## src/rtl/alu_arbiter_pkg.sv

```systemverilog
// Shared ALU types: opcode encoding, arbiter FSM states and an opcode legality check.
package alu_types;

    typedef enum logic [3:0] {
        ALU_AND = 4'b0001,
        ALU_OR  = 4'b0010,
        ALU_XOR = 4'b0011,
        ALU_NOR = 4'b0101,
        ALU_SLT = 4'b0110,
        ALU_SLL = 4'b0111,
        ALU_ADD = 4'b1000,
        ALU_SUB = 4'b1100,
        ALU_SRL = 4'b1101,
        ALU_SRA = 4'b1111
    } alu_control_t;

    typedef enum logic [1:0] {
        IDLE = 2'd0,
        EXEC = 2'd1,
        RESP = 2'd2
    } arb_state_t;

    function automatic logic is_legal_alu_op(alu_control_t op);
        logic legal;
        case (op)
            ALU_AND, ALU_OR, ALU_XOR, ALU_NOR, ALU_SLT,
            ALU_SLL, ALU_ADD, ALU_SUB, ALU_SRL, ALU_SRA: legal = 1'b1;
            default:                                     legal = 1'b0;
        endcase
        return legal;
    endfunction

endpackage

```

## src/rtl/alu.sv

```systemverilog
// Combinational ALU; undefined opcodes produce a zero result and no overflow.
module alu
    import alu_types::*;
#(
    parameter int N = 32
) (
    input  logic [N-1:0] a_i,
    input  logic [N-1:0] b_i,
    input  alu_control_t op_i,
    output logic [N-1:0] result_o,
    output logic         overflow_o,
    output logic         zero_o,
    output logic         equal_o
);

    logic [N-1:0] sum;
    logic [N-1:0] diff;
    logic         slt;

    always_comb begin
        sum        = a_i + b_i;
        diff       = a_i - b_i;
        slt        = $signed(a_i) < $signed(b_i);
        result_o   = '0;
        overflow_o = 1'b0;
        case (op_i)
            ALU_AND: result_o = a_i & b_i;
            ALU_OR:  result_o = a_i | b_i;
            ALU_XOR: result_o = a_i ^ b_i;
            ALU_NOR: result_o = ~(a_i | b_i);
            ALU_SLT: result_o = {{(N-1){1'b0}}, slt};
            ALU_SLL: result_o = a_i << b_i[4:0];
            ALU_SRL: result_o = a_i >> b_i[4:0];
            ALU_SRA: result_o = $signed(a_i) >>> b_i[4:0];
            ALU_ADD: begin
                result_o   = sum;
                overflow_o = (a_i[N-1] == b_i[N-1]) && (sum[N-1] != a_i[N-1]);
            end
            ALU_SUB: begin
                result_o   = diff;
                overflow_o = (a_i[N-1] != b_i[N-1]) && (diff[N-1] != a_i[N-1]);
            end
            default: result_o = '0;
        endcase
        zero_o  = (result_o == '0);
        equal_o = (a_i == b_i);
    end

endmodule

```

## src/rtl/alu_arbiter_rr.sv

```systemverilog
// Two-requester round-robin arbiter; the port that was not granted last wins a tie.
module rr_arbiter2 (
    input  logic [1:0] req,
    input  logic       last,
    output logic [1:0] grant,
    output logic       any
);

    always_comb begin
        grant[0] = req[0] & (~req[1] | last);
        grant[1] = req[1] & (~req[0] | ~last);
        any      = |req;
    end

endmodule

```

## src/rtl/alu_arbiter.sv

```systemverilog
// Shares one ALU between two valid/ready requesters; IDLE -> EXEC -> RESP per operation.
module alu_arbiter
    import alu_types::*;
#(
    parameter int N     = 32,
    parameter int CNT_W = 16
) (
    input  logic                  clk,
    input  logic                  rst,
    input  logic [1:0]            req_valid,
    output logic [1:0]            req_ready,
    input  logic [1:0][N-1:0]     req_a,
    input  logic [1:0][N-1:0]     req_b,
    input  alu_control_t [1:0]    req_op,
    output logic [1:0]            rsp_valid,
    input  logic [1:0]            rsp_ready,
    output logic [N-1:0]          rsp_result,
    output logic                  rsp_overflow,
    output logic                  rsp_zero,
    output logic                  rsp_equal,
    output logic                  rsp_illegal,
    output logic                  busy,
    output logic [1:0][CNT_W-1:0] op_count
);

    arb_state_t            state_q;
    logic                  owner_q;
    logic                  last_q;
    logic [N-1:0]          a_q;
    logic [N-1:0]          b_q;
    alu_control_t          op_q;
    logic [1:0]            rsp_valid_q;
    logic [N-1:0]          result_q;
    logic                  overflow_q;
    logic                  zero_q;
    logic                  equal_q;
    logic                  illegal_q;
    logic [1:0][CNT_W-1:0] op_count_q;

    logic [1:0]   grant;
    logic         any;
    logic         win;
    logic [N-1:0] alu_result;
    logic         alu_overflow;
    logic         alu_zero;
    logic         alu_equal;

    rr_arbiter2 u_rr (
        .req   (req_valid),
        .last  (last_q),
        .grant (grant),
        .any   (any)
    );

    // ALU sees only the operand registers, so its inputs move once per operation.
    alu #(.N(N)) u_alu (
        .a_i        (a_q),
        .b_i        (b_q),
        .op_i       (op_q),
        .result_o   (alu_result),
        .overflow_o (alu_overflow),
        .zero_o     (alu_zero),
        .equal_o    (alu_equal)
    );

    always_comb begin
        win       = grant[1];
        req_ready = (rst && state_q == IDLE) ? grant : 2'b00;
    end

    always_ff @(posedge clk) begin
        if (!rst) begin
            state_q     <= IDLE;
            owner_q     <= 1'b0;
            last_q      <= 1'b1;
            a_q         <= '0;
            b_q         <= '0;
            op_q        <= alu_control_t'('0);
            rsp_valid_q <= '0;
            result_q    <= '0;
            overflow_q  <= 1'b0;
            zero_q      <= 1'b0;
            equal_q     <= 1'b0;
            illegal_q   <= 1'b0;
            op_count_q  <= '0;
        end else begin
            case (state_q)
                IDLE: begin
                    if (any) begin
                        a_q     <= req_a[win];
                        b_q     <= req_b[win];
                        op_q    <= req_op[win];
                        owner_q <= win;
                        last_q  <= win;
                        state_q <= EXEC;
                    end
                end
                EXEC: begin
                    result_q    <= alu_result;
                    overflow_q  <= alu_overflow;
                    zero_q      <= alu_zero;
                    equal_q     <= alu_equal;
                    illegal_q   <= ~is_legal_alu_op(op_q);
                    rsp_valid_q <= owner_q ? 2'b10 : 2'b01;
                    state_q     <= RESP;
                end
                RESP: begin
                    if (rsp_ready[owner_q]) begin
                        rsp_valid_q <= '0;
                        if (op_count_q[owner_q] != '1)
                            op_count_q[owner_q] <= op_count_q[owner_q] + CNT_W'(1);
                        state_q <= IDLE;
                    end
                end
                default: state_q <= IDLE;
            endcase
        end
    end

    always_comb begin
        rsp_valid    = rsp_valid_q;
        rsp_result   = result_q;
        rsp_overflow = overflow_q;
        rsp_zero     = zero_q;
        rsp_equal    = equal_q;
        rsp_illegal  = illegal_q;
        busy         = (state_q != IDLE);
        op_count     = op_count_q;
    end

endmodule

```

## config.mk

```make
export PLATFORM = sky130hd
export DESIGN_NAME = alu_arbiter
export DESIGN_NICKNAME = d
export VERILOG_FILES = /design/src/rtl/alu_arbiter_pkg.sv /design/src/rtl/alu.sv /design/src/rtl/alu_arbiter_rr.sv /design/src/rtl/alu_arbiter.sv
export SDC_FILE = /design/constraint.sdc
export NUM_CORES = 1
export LEC_CHECK = 0
export CORE_ASPECT_RATIO = 0.9
export CORE_MARGIN = 2
export CORE_UTILIZATION = 35
export DETAILED_ROUTE_END_ITERATION = 8
export PLACE_DENSITY = 0.58
export SYNTH_ARGS = -nofsm -noshare
export SYNTH_HDL_FRONTEND = slang
export SYNTH_HIERARCHICAL = 1
export SYNTH_SLANG_ARGS = --single-unit
```

## constraint.sdc

```tcl
create_clock -name clk -period 11.75 [get_ports clk]
set_input_delay 1.175 -clock clk [delete_from_list [all_inputs] [get_ports clk]]
set_output_delay 1.175 -clock clk [all_outputs]
set_load 0.005 [all_outputs]
```

---- Yosys cells after proc, flatten, opt, wreduce, memory -nomap -nowiden ----
Memories as Yosys holds them, arrays and structs flattened. A register that Yosys moved wholly into a read port is not among the register bits.
Index checks and enable logic that the tools add are counted.
cells by class
  magnitude comparators ................... 4
  $add $sub $neg .......................... 3
  $mul .................................... 0
  shift operators ......................... 3
  reductions and logical operators ........ 13
  eq/ne operators ......................... 20
  bitwise operators ....................... 12
  divide/modulo/power cells ............... 0
  mux-type cells .......................... 25
operators with widths
  operator                                                                number
  32-bit case mux with 10 select lines                                    1
  32-bit 2-to-1 mux                                                       4
  16-bit 2-to-1 mux                                                       3
  32-bit adder                                                            1
  32-bit bitwise AND                                                      1
  32-bit bitwise mux                                                      1
  32-bit equality test                                                    1
  32-bit logical NOT                                                      1
  32-bit < comparator                                                     1
  32-bit NOT                                                              1
  32-bit bitwise OR                                                       1
  32-bit by 5-bit << shifter with 32-bit output                           1
  32-bit by 5-bit right shift with 32-bit output                          1
  32-bit by 5-bit >>> shifter with 32-bit output                          1
  32-bit subtractor                                                       1
  32-bit XOR                                                              1
  16-bit by 1-bit adder with 16-bit output (second input constant)        1
  16-bit demux with 1-bit select                                          1
  4-bit equality test (second input constant)                             4
  4-bit 2-to-1 mux                                                        4
  16-bit inequality test (second input constant)                          1
  4-bit by 3-bit equality test with 1-bit output (second input constant)  3
  4-bit by 2-bit equality test with 1-bit output (second input constant)  2
  2-bit 2-to-1 mux                                                        4
  21 further kinds                                                        39
word-level totals
  bits in registers ....................... 142
  bits in read-only memories .............. 16
  input port bits ......................... 142
  memories kept ........................... 1
  bits in writable memories ............... 0
  output and inout bits ................... 73
  logic and storage cells ................. 95
  latch bits .............................. 0
memory list
  memory            depth  bits a word  read ports  clocked after Yosys merged registers in  write ports  RTL line               RTL
  (name not given)  16     1            1           1                                        0            alu_arbiter_pkg.sv:25  case (op)

---- Longest topological paths before layout ----
Gate-level depths: netlist of run 1.
  word-level depth ........................ 7
  depth in mapped cells ................... 20
  depth with buffers taken out ............ 16

---- Hierarchy ----
The synthesis of run 1 kept the hierarchy.
by module, submodules not included
  module       cells each  seq. area each (um2)  area an instance (um2)  instances
  alu          1576        0.0                   10896.7                 1
  alu_arbiter  692         2862.7                6552.5                  1
  rr_arbiter2  4           0.0                   25.0                    1

---- Worst setup path after synthesis of run 1 ----
No wires, ideal clock.
  path kind ............................... register to register
  start ................................... register b_q[2]
  end ..................................... register zero_q (netlist: rsp_zero)
  cell stages (with the launch flop) ...... 21
  data arrival time ....................... 4.428 ns
  library setup time ...................... 0.076 ns
  clock period less this slack ............ 4.503 ns
  buffers on the path ..................... 5
  setup slack ............................. 7.247 ns
  data required time ...................... 11.674 ns
  path through ............................ dfxtp_1 > buf_4 > buf_2 > inv_1 > clkbuf_1 > clkbuf_1 > ha_1 > clkbuf_1 > nor2b_1 > a2111o_1 > a211oi_2 > a21boi_1 > a2111oi_0 > nor2_1 > xnor2_1 > o211ai_1 > nor4_1 > nand4b_1 > nor4b_2 > nand2_1 > a21boi_0
on the way
  elaborated cells between the ends (all ways) .. 12
  classes of those cells .................. add/sub: 2; order compare: 1; shift: 3; mux: 1; bitwise: 4; reduce/logical: 1
RTL lines
  element                                          RTL line            RTL
  from (decl)                                      alu_arbiter.sv:30   logic [N-1:0] b_q;
  from (signal assigned)                           alu_arbiter.sv:91   b_q <= req_b[win];
  32-bit subtractor, or another cell as far along  alu.sv:22           diff = a_i - b_i;
  32-bit case mux with 10 select lines (*)         alu.sv:26           case (op_i)
  net alu_result[25]                               alu_arbiter.sv:43   logic [N-1:0] alu_result;
  32-bit logical NOT (*)                           alu.sv:45           zero_o = (result_o == '0);
  net alu_zero                                     alu_arbiter.sv:45   logic alu_zero;
  to (signal assigned)                             alu_arbiter.sv:101  zero_q <= alu_zero;
  to (decl)                                        alu_arbiter.sv:35   logic zero_q;
The timed path passes the listed nets; every way through them passes the cells marked *.
A chain may end at the register's enable or synchronous reset.

---- Worst setup path after layout of run 1 ----
  start ................................... register b_q[1]
  end ..................................... register zero_q (netlist: rsp_zero)
The elaborated chain is that of the path after synthesis.

==> results.sh, run 1 <==
export IMPL_path_class="reg2reg"
export IMPL_layout_commonest_cell="nand2_1"
export IMPL_dp_final_hpwl_microns=64600
export IMPL_end_kind="register"
export IMPL_syn_num_nets=2519
export IMPL_rr_startpoint="b_q[1]"
export IMPL_grt_first_pass_wirelength_microns=124000
export IMPL_drive_gt1_share_pct=8.95
export IMPL_design_core_area_sq_mm=0.0492
export IMPL_drc=0
export IMPL_synth_top_area_share_pct=16.4
export IMPL_p_leak_nw=8.22
export IMPL_reg2reg_slack_ns=6.20
export IMPL_hold_class="reg2reg"
export IMPL_cts_sinks=143
export IMPL_die_w_microns=240
export IMPL_finalSetupViolations=0
export IMPL_synth_ff_type="dfxtp_1"
export IMPL_postCtsHoldBufs=0
export IMPL_grt_usage_pct=32.1
export IMPL_grt_pass1_vias=18200
export IMPL_p_per_area_mw_per_mm2=124
export IMPL_dpl_cell_area_sq_mm=0.0199
export IMPL_netlist_area_sq_mm=0.0175
export IMPL_dr_pass1_iters=8
export IMPL_io_pin_count=215
export IMPL_synth_seq_area_share_pct=16.4
export IMPL_multiInputGateArea_sq_mm=0.0133
export IMPL_fillCellCount=5137
export IMPL_cts_resized_gates=0
export IMPL_cp_max_fo=64
export IMPL_cts_max_path_buffers=2
export IMPL_skew_ns=0.0248
export IMPL_syn_inst=2272
export IMPL_yosys_warnings=6
export IMPL_final_area_sq_mm=0.0205
export IMPL_netlist_top_cells_area="dfxtp_1 (16%), mux2i_1 (9.7%), ha_1 (7.4%)"
export IMPL_rsz0062_at_grt="no"
export IMPL_place_gp_congestion=1.05
export IMPL_period_minus_slack_ns=5.55
export IMPL_vias=19100
export IMPL_min_path_cells=2
export IMPL_via_per_inst=6.29
export IMPL_finalNetCount=2603
export IMPL_cts_inserted_buffers=17
export IMPL_synth_top_cell_by_area="dfxtp_1"
export IMPL_async_reset_ff_share_pct=0
export IMPL_clockRootBuffer="clkbuf_16"
export IMPL_dieHeight_microns=216
export IMPL_tightest_slew_ns=1.27
export IMPL_cts_tree="done"
export IMPL_antenna_found_initial=3
export IMPL_min_to="rsp_result[26]"
export IMPL_reg2reg_depth=14
export IMPL_grt_max_degree=88
export IMPL_antenna_left=0
export IMPL_max_freq_mhz=180
export IMPL_critPathLaunchType="register"
export IMPL_rows=77
export IMPL_clk_pin_slew_ns=0.08
export IMPL_hold_violations=0
export IMPL_drt_wl_total_microns=84200
export IMPL_critPathRequiredTime_ns=12.17
export IMPL_hold_start="rsp_result[26]"
export IMPL_ir_drop_uv=115
export IMPL_fin_ws_ns=6.20
export IMPL_preCtsSetupSlack_ns=6.42
export IMPL_syn_area_per_cell_sq_um=7.69
export IMPL_cap_viol_max_count=0
export IMPL_avgRoutedWirePerCell_microns=27.7
export IMPL_slew_violations=0
export IMPL_grt_overflow_total=0
export IMPL_outcome="completed"
export IMPL_timing_rr_end="rsp_zero"
export IMPL_min_period_over_period_pct=47.3
export IMPL_first_iter_violations=2286
export IMPL_finalSetupTns_ns=0
export IMPL_dieArea_sq_mm=0.0517
export IMPL_initial_core_util_pct=35.5
export IMPL_worst_ep_arrival_time_ns=5.97
export IMPL_area_growth_pct=17.2
export IMPL_yosys_register_bits=143
export IMPL_synth_edf_count=0
export IMPL_cts_max_level=4
export IMPL_clock_latency_ns=0.49
export IMPL_slew_headroom_pct=14.9
export IMPL_final_seq_area_sq_mm=0.00288
export IMPL_port_buffers=214
export IMPL_synth_distinct_cells=108
export IMPL_final_cell_mix="nand2_1 (307), clkdlybuf4s50_1 (213), mux2i_1 (170)"
export IMPL_cts_setup_buffers=0
## Yosys cell counts, types with 28 or more instances
cell	count
nand2_1	307
mux4_2	37
nand3_1	51
ha_1	103
nand4_1	28
o211a_1	75
nor2_1	169
o211ai_1	39
nor3_1	38
inv_1	106
a21boi_0	41
o21ai_0	91
clkbuf_1	108
mux2i_1	170
buf_2	37
nand2b_1	28
mux2_2	32
a21oi_1	128
dfxtp_1	143
## through the flow
stage	cells	util, %	hold slack (ns)	total power, W
floorplan	2272	-	0.460	0.00146
global placement	3008	40.4	0.458	0.00193
CTS	3040	41.6	0.473	0.00252
global route	3040	41.6	0.494	0.00267
finish	3041	41.6	0.468	0.00254
detailed placement	3008	40.4	0.463	0.00193
## cells by family (layout without fill, tap and decap cells)
kind of cell               count (synthesis)  in the layout  synth area share, %
other                                      0              1                    0
DFF                                      143            143                 16.4
muxes                                    243            243                 17.0
AOI/OAI and AO/OA                        660            660                 27.7
xor gates and xnor gates                  28             28                 1.40
buffers and inverters                    300            397                 7.80
and+or+nand+nor                          793            793                 22.0
adders and majority gates                105            105                 7.60
## worst max-delay path by stage
stage,startpoint,to,slack (ns),depth (start not counted)
2_1_floorplan,b_q[2],rsp_zero,7.25,20
3_3_place_gp,b_q[1],rsp_zero,6.36,15
3_5_place_dp,b_q[1],rsp_zero,6.42,14
4_1_cts,b_q[1],rsp_zero,6.41,14
5_1_grt,b_q[1],rsp_zero,5.92,15
6_report,b_q[1],rsp_zero,6.20,14
## registers in the layout, indices dropped and copies added (netlist names), named ones only
| name | count |
|---|---|
| rsp_equal | 1 |
| rsp_zero | 1 |
| op_q | 4 |
| a_q | 32 |
| rsp_illegal | 1 |
| b_q | 32 |
| rsp_overflow | 1 |
| owner_q | 1 |
| op_count | 32 |
| last_q | 1 |
| state_q | 2 |
| rsp_result | 32 |
| rsp_valid | 2 |
## critical path, cell delays in order, from the launching register on
cell and delay, ns:
dfxtp_4 0.92, buf_4 0.62, mux2_2 0.44, mux2i_1 0.30
mux2i_1 0.16, a211o_1 0.36, or4_1 0.58, nand4bb_1 0.21
nor4_1 0.52, nand4b_1 0.23, nor4b_2 0.43, nand4b_1 0.20
nor4b_2 0.23, nand2_1 0.08, a21boi_0 0.15
## area by class of cell
| class | instances | area share, % |
|---|---|---|
| antenna | 1 | 0.0122 |
| clock buffer | 17 | 2.08 |
| clock inverter | 15 | 0.886 |
| inverter | 108 | 1.98 |
| multi-input combinational | 1829 | 64.9 |
| sequential | 143 | 14.0 |
| tap | 671 | 4.10 |
| timing repair buffer | 257 | 12.0 |
## routing by layer
| metal | wire length (microns) | GRT usage [%] | vias to the layer above |
|---|---|---|---|
| met2 | 36100 | 48.3 | 1043 |
| li1 | - | - | 8560 |
| met3 | 7570 | 7.37 | 178 |
| met5 | 15 | 0 | - |
| met1 | 36800 | 44.0 | 9344 |
| met4 | 3680 | 13.3 | 2 |
## where the power goes
part | switching (W) | internal [W] | leakage (nW)
registers | 0.0000965 | 0.000527 | 1.18
logic | 0.000852 | 0.000492 | 6.74
clock network | 0.000284 | 0.000288 | 0.296
total | 0.00123 | 0.00131 | 8.22
No activity file was read; power rests on OpenSTA's default activity.
==> inputs of run 2 (changes only) <==
--- a/config.mk
+++ b/config.mk
@@ -9,7 +9,7 @@
 export CORE_MARGIN = 2
 export CORE_UTILIZATION = 35
 export DETAILED_ROUTE_END_ITERATION = 8
-export PLACE_DENSITY = 0.58
+export PLACE_DENSITY = 0.6
 export SYNTH_ARGS = -nofsm -noshare
 export SYNTH_HDL_FRONTEND = slang
 export SYNTH_HIERARCHICAL = 1
==> constraint.sdc (replaced) <==
create_clock -name clk -period 4.97 [get_ports clk]
set_input_delay 0.497 -clock clk [delete_from_list [all_inputs] [get_ports clk]]
set_output_delay 0.497 -clock clk [all_outputs]
set_load 0.005 [all_outputs]
==> run 2 against run 1 <==
  * Non-clock buffer count rose by 109
  * First-iteration DRC count rose by 8.9%
  * Combinational power rose to 2.7 times the previous value
  * Worst setup slack got worse by 6.0 ns
  * Cell count rose by 3.7%
  * Core utilization rose by 2.0 points
  * Critical endpoint unchanged
  * Clock skew fell by 0.0083 ns
  * Count of clock-buffer cells in the layout did not move
  * Power rose by 150%
  * Global-route usage rose by 2.0 points
  * Hold slack got worse by 0.0019 ns
  * Via count rose by 3.9%
  * Highest routed layer unchanged
==> results.sh, run 2 (synthesis results as in run 1) <==
export IMPL_outcome="completed"
export IMPL_critPathLaunchType="register"
export IMPL_drive_gt1_share_pct=13.0
export IMPL_slew_headroom_pct=15.5
export IMPL_max_stage_delay_ns=0.63
export IMPL_holdWs_ns=0.467
export IMPL_p_per_area_mw_per_mm2=294
export IMPL_grt_overflow_total=0
export IMPL_power_w=0.00631
export IMPL_hold_start="rsp_overflow"
export IMPL_vias=19900
export IMPL_setup_worst_path_start="b_q[1]"
export IMPL_grt_first_pass_wirelength_microns=130000
export IMPL_skew_ns=0.0165
export IMPL_fillCellCount=5071
export IMPL_worst_ep_arrival_time_ns=5.15
export IMPL_hold_violations=0
export IMPL_clock_latency_ns=0.50
export IMPL_grtUsageMet3_pct=7.14
export IMPL_grt_pass1_vias=18800
export IMPL_grt_usage_pct=34.2
export IMPL_power_switching_w=0.00305
export IMPL_dieArea_sq_mm=0.0517
export IMPL_reg2reg_slack_ns=0.24
export IMPL_port_buffers=214
export IMPL_grtUsageMet2_pct=50.5
export IMPL_place_gp_congestion=1.08
export IMPL_grt_util_met1_pct=47.3
export IMPL_slew_violations=0
export IMPL_max_freq_mhz=211
export IMPL_ir_drop_uv=323
export IMPL_rsz0062_at_grt="no"
export IMPL_path_cells="buf_12 > buf_4 > mux4_2 > nand2_1 > nand2_1 > o2bb2ai_1 > nor4_2 > buf_4 > o211ai_1 > nor4_1 > nand4b_1 > nor4b_2 > buf_4 > nand4b_1 > nor4b_2 > nand2_1 > a21boi_0"
export IMPL_design_core_area_sq_mm=0.0492
export IMPL_swShare_pct=48.3
export IMPL_critical_path_slowest_cell="mux4_2"
export IMPL_cts_max_path_buffers=2
export IMPL_antenna_left=0
export IMPL_die_w_microns=240
export IMPL_path_class="reg2reg"
export IMPL_end_kind="register"
export IMPL_finalSetupViolations=0
export IMPL_cts_max_level=4
export IMPL_dieHeight_microns=216
export IMPL_io_pin_count=215
export IMPL_cts_inserted_buffers=17
export IMPL_via_per_inst=6.30
export IMPL_critPathRequiredTime_ns=5.39
export IMPL_grt_busiest_layer="met2"
export IMPL_p_comb_share_pct=56.5
export IMPL_hold_class="reg2reg"
export IMPL_postCtsHoldBufs=0
export IMPL_antenna_found_initial=3
export IMPL_power_frac_clock_pct=21.4
export IMPL_area_growth_pct=22.7
export IMPL_cts_tree="done"
export IMPL_min_period_over_period_pct=95.2
export IMPL_period_minus_slack_ns=4.73
export IMPL_tightest_slew_ns=1.26
export IMPL_cap_viol_max_count=0
export IMPL_cts_sinks=143
export IMPL_finalNetCount=2712
export IMPL_rows=77
export IMPL_grt_max_degree=102
export IMPL_power_share_sequential_pct=22.1
export IMPL_final_cell_mix="nand2_1 (307), clkdlybuf4s50_1 (213), mux2i_1 (170)"
export IMPL_first_iter_violations=2490
export IMPL_initial_core_util_pct=35.5
export IMPL_finalSetupTns_ns=0
export IMPL_drc=0
export IMPL_clockRootBuffer="clkbuf_16"
export IMPL_rr_startpoint="b_q[1]"
export IMPL_drt_wl_total_microns=89800
export IMPL_p_leak_nw=8.79
export IMPL_cp_max_fo=36
export IMPL_dr_pass1_iters=7
export IMPL_clk_pin_slew_ns=0.07
export IMPL_dp_final_hpwl_microns=70900
export IMPL_layout_commonest_cell="nand2_1"
export IMPL_internal_power_w=0.00326
export IMPL_avgRoutedWirePerCell_microns=28.5
==> run 2: cell type report <==
cell class / count / area [sq um] / share of cell area (%)
sequential: 143 / 2870 / 13.4
clock inverter: 15 / 188 / 0.875
antenna: 5 / 12.5 / 0.0583
tap: 671 / 840 / 3.91
timing repair buffer: 366 / 3410 / 15.9
clock buffer: 17 / 425 / 1.98
multi-input combinational: 1829 / 13300 / 62.0
inverter: 108 / 405 / 1.89
==> run 2: what timing repair did <==
| action | in CTS | in global routing |
|---|---|---|
| setup buffers | 0 | 0 |
| gates resized for setup | 0 | 1 |
| setup endpoints to repair | 0 | 1 |
==> run 2: power by group through the flow <==
stage / Sequential [W] / Combinational (W) / Clock (W)
2_1_floorplan: 0.00136 / 0.00209 / 0
3_3_place_gp: 0.00141 / 0.00345 / 0
3_5_place_dp: 0.00141 / 0.00343 / 0
4_1_cts: 0.00139 / 0.00344 / 0.00140
5_1_grt: 0.00140 / 0.00374 / 0.00143
6_report: 0.00139 / 0.00356 / 0.00135
==> run 2: through the flow <==
stage          instances  utilization, %  worst slack, ns  instance area, sq um
2_1_floorplan       2272               -            0.467                 17500
4_1_cts             3149            43.5            0.195                 21400
5_1_grt             3149            43.5           0.0643                 21400
3_5_place_dp        3117            42.3            0.255                 20800
3_3_place_gp        3117            42.3            0.295                 20800
6_report            3154            43.6            0.240                 21400
==> run 2: final timing paths <==
kind             endpoint  depth (start not counted)
min reg2reg  rsp_overflow                          2
max              rsp_zero                         17
max reg2reg      rsp_zero                         17
min          rsp_overflow                          2
==> run 2: worst max-delay path, delay by kind of cell, from the launching register on <==
family                 cells  cell delay (ns)
multiplexers               1             0.63
buffers and inverters      4             1.02
AO/OA/AOI/OAI              3             0.56
AND/OR/NAND/NOR            9             2.07
flip-flops                 1             0.37
==> run 2: layer usage <==
metal,wire length (microns),up-vias
met5,11,-
met1,39200,9704
met4,4400,2
met2,37900,1162
met3,8250,193
li1,-,8807
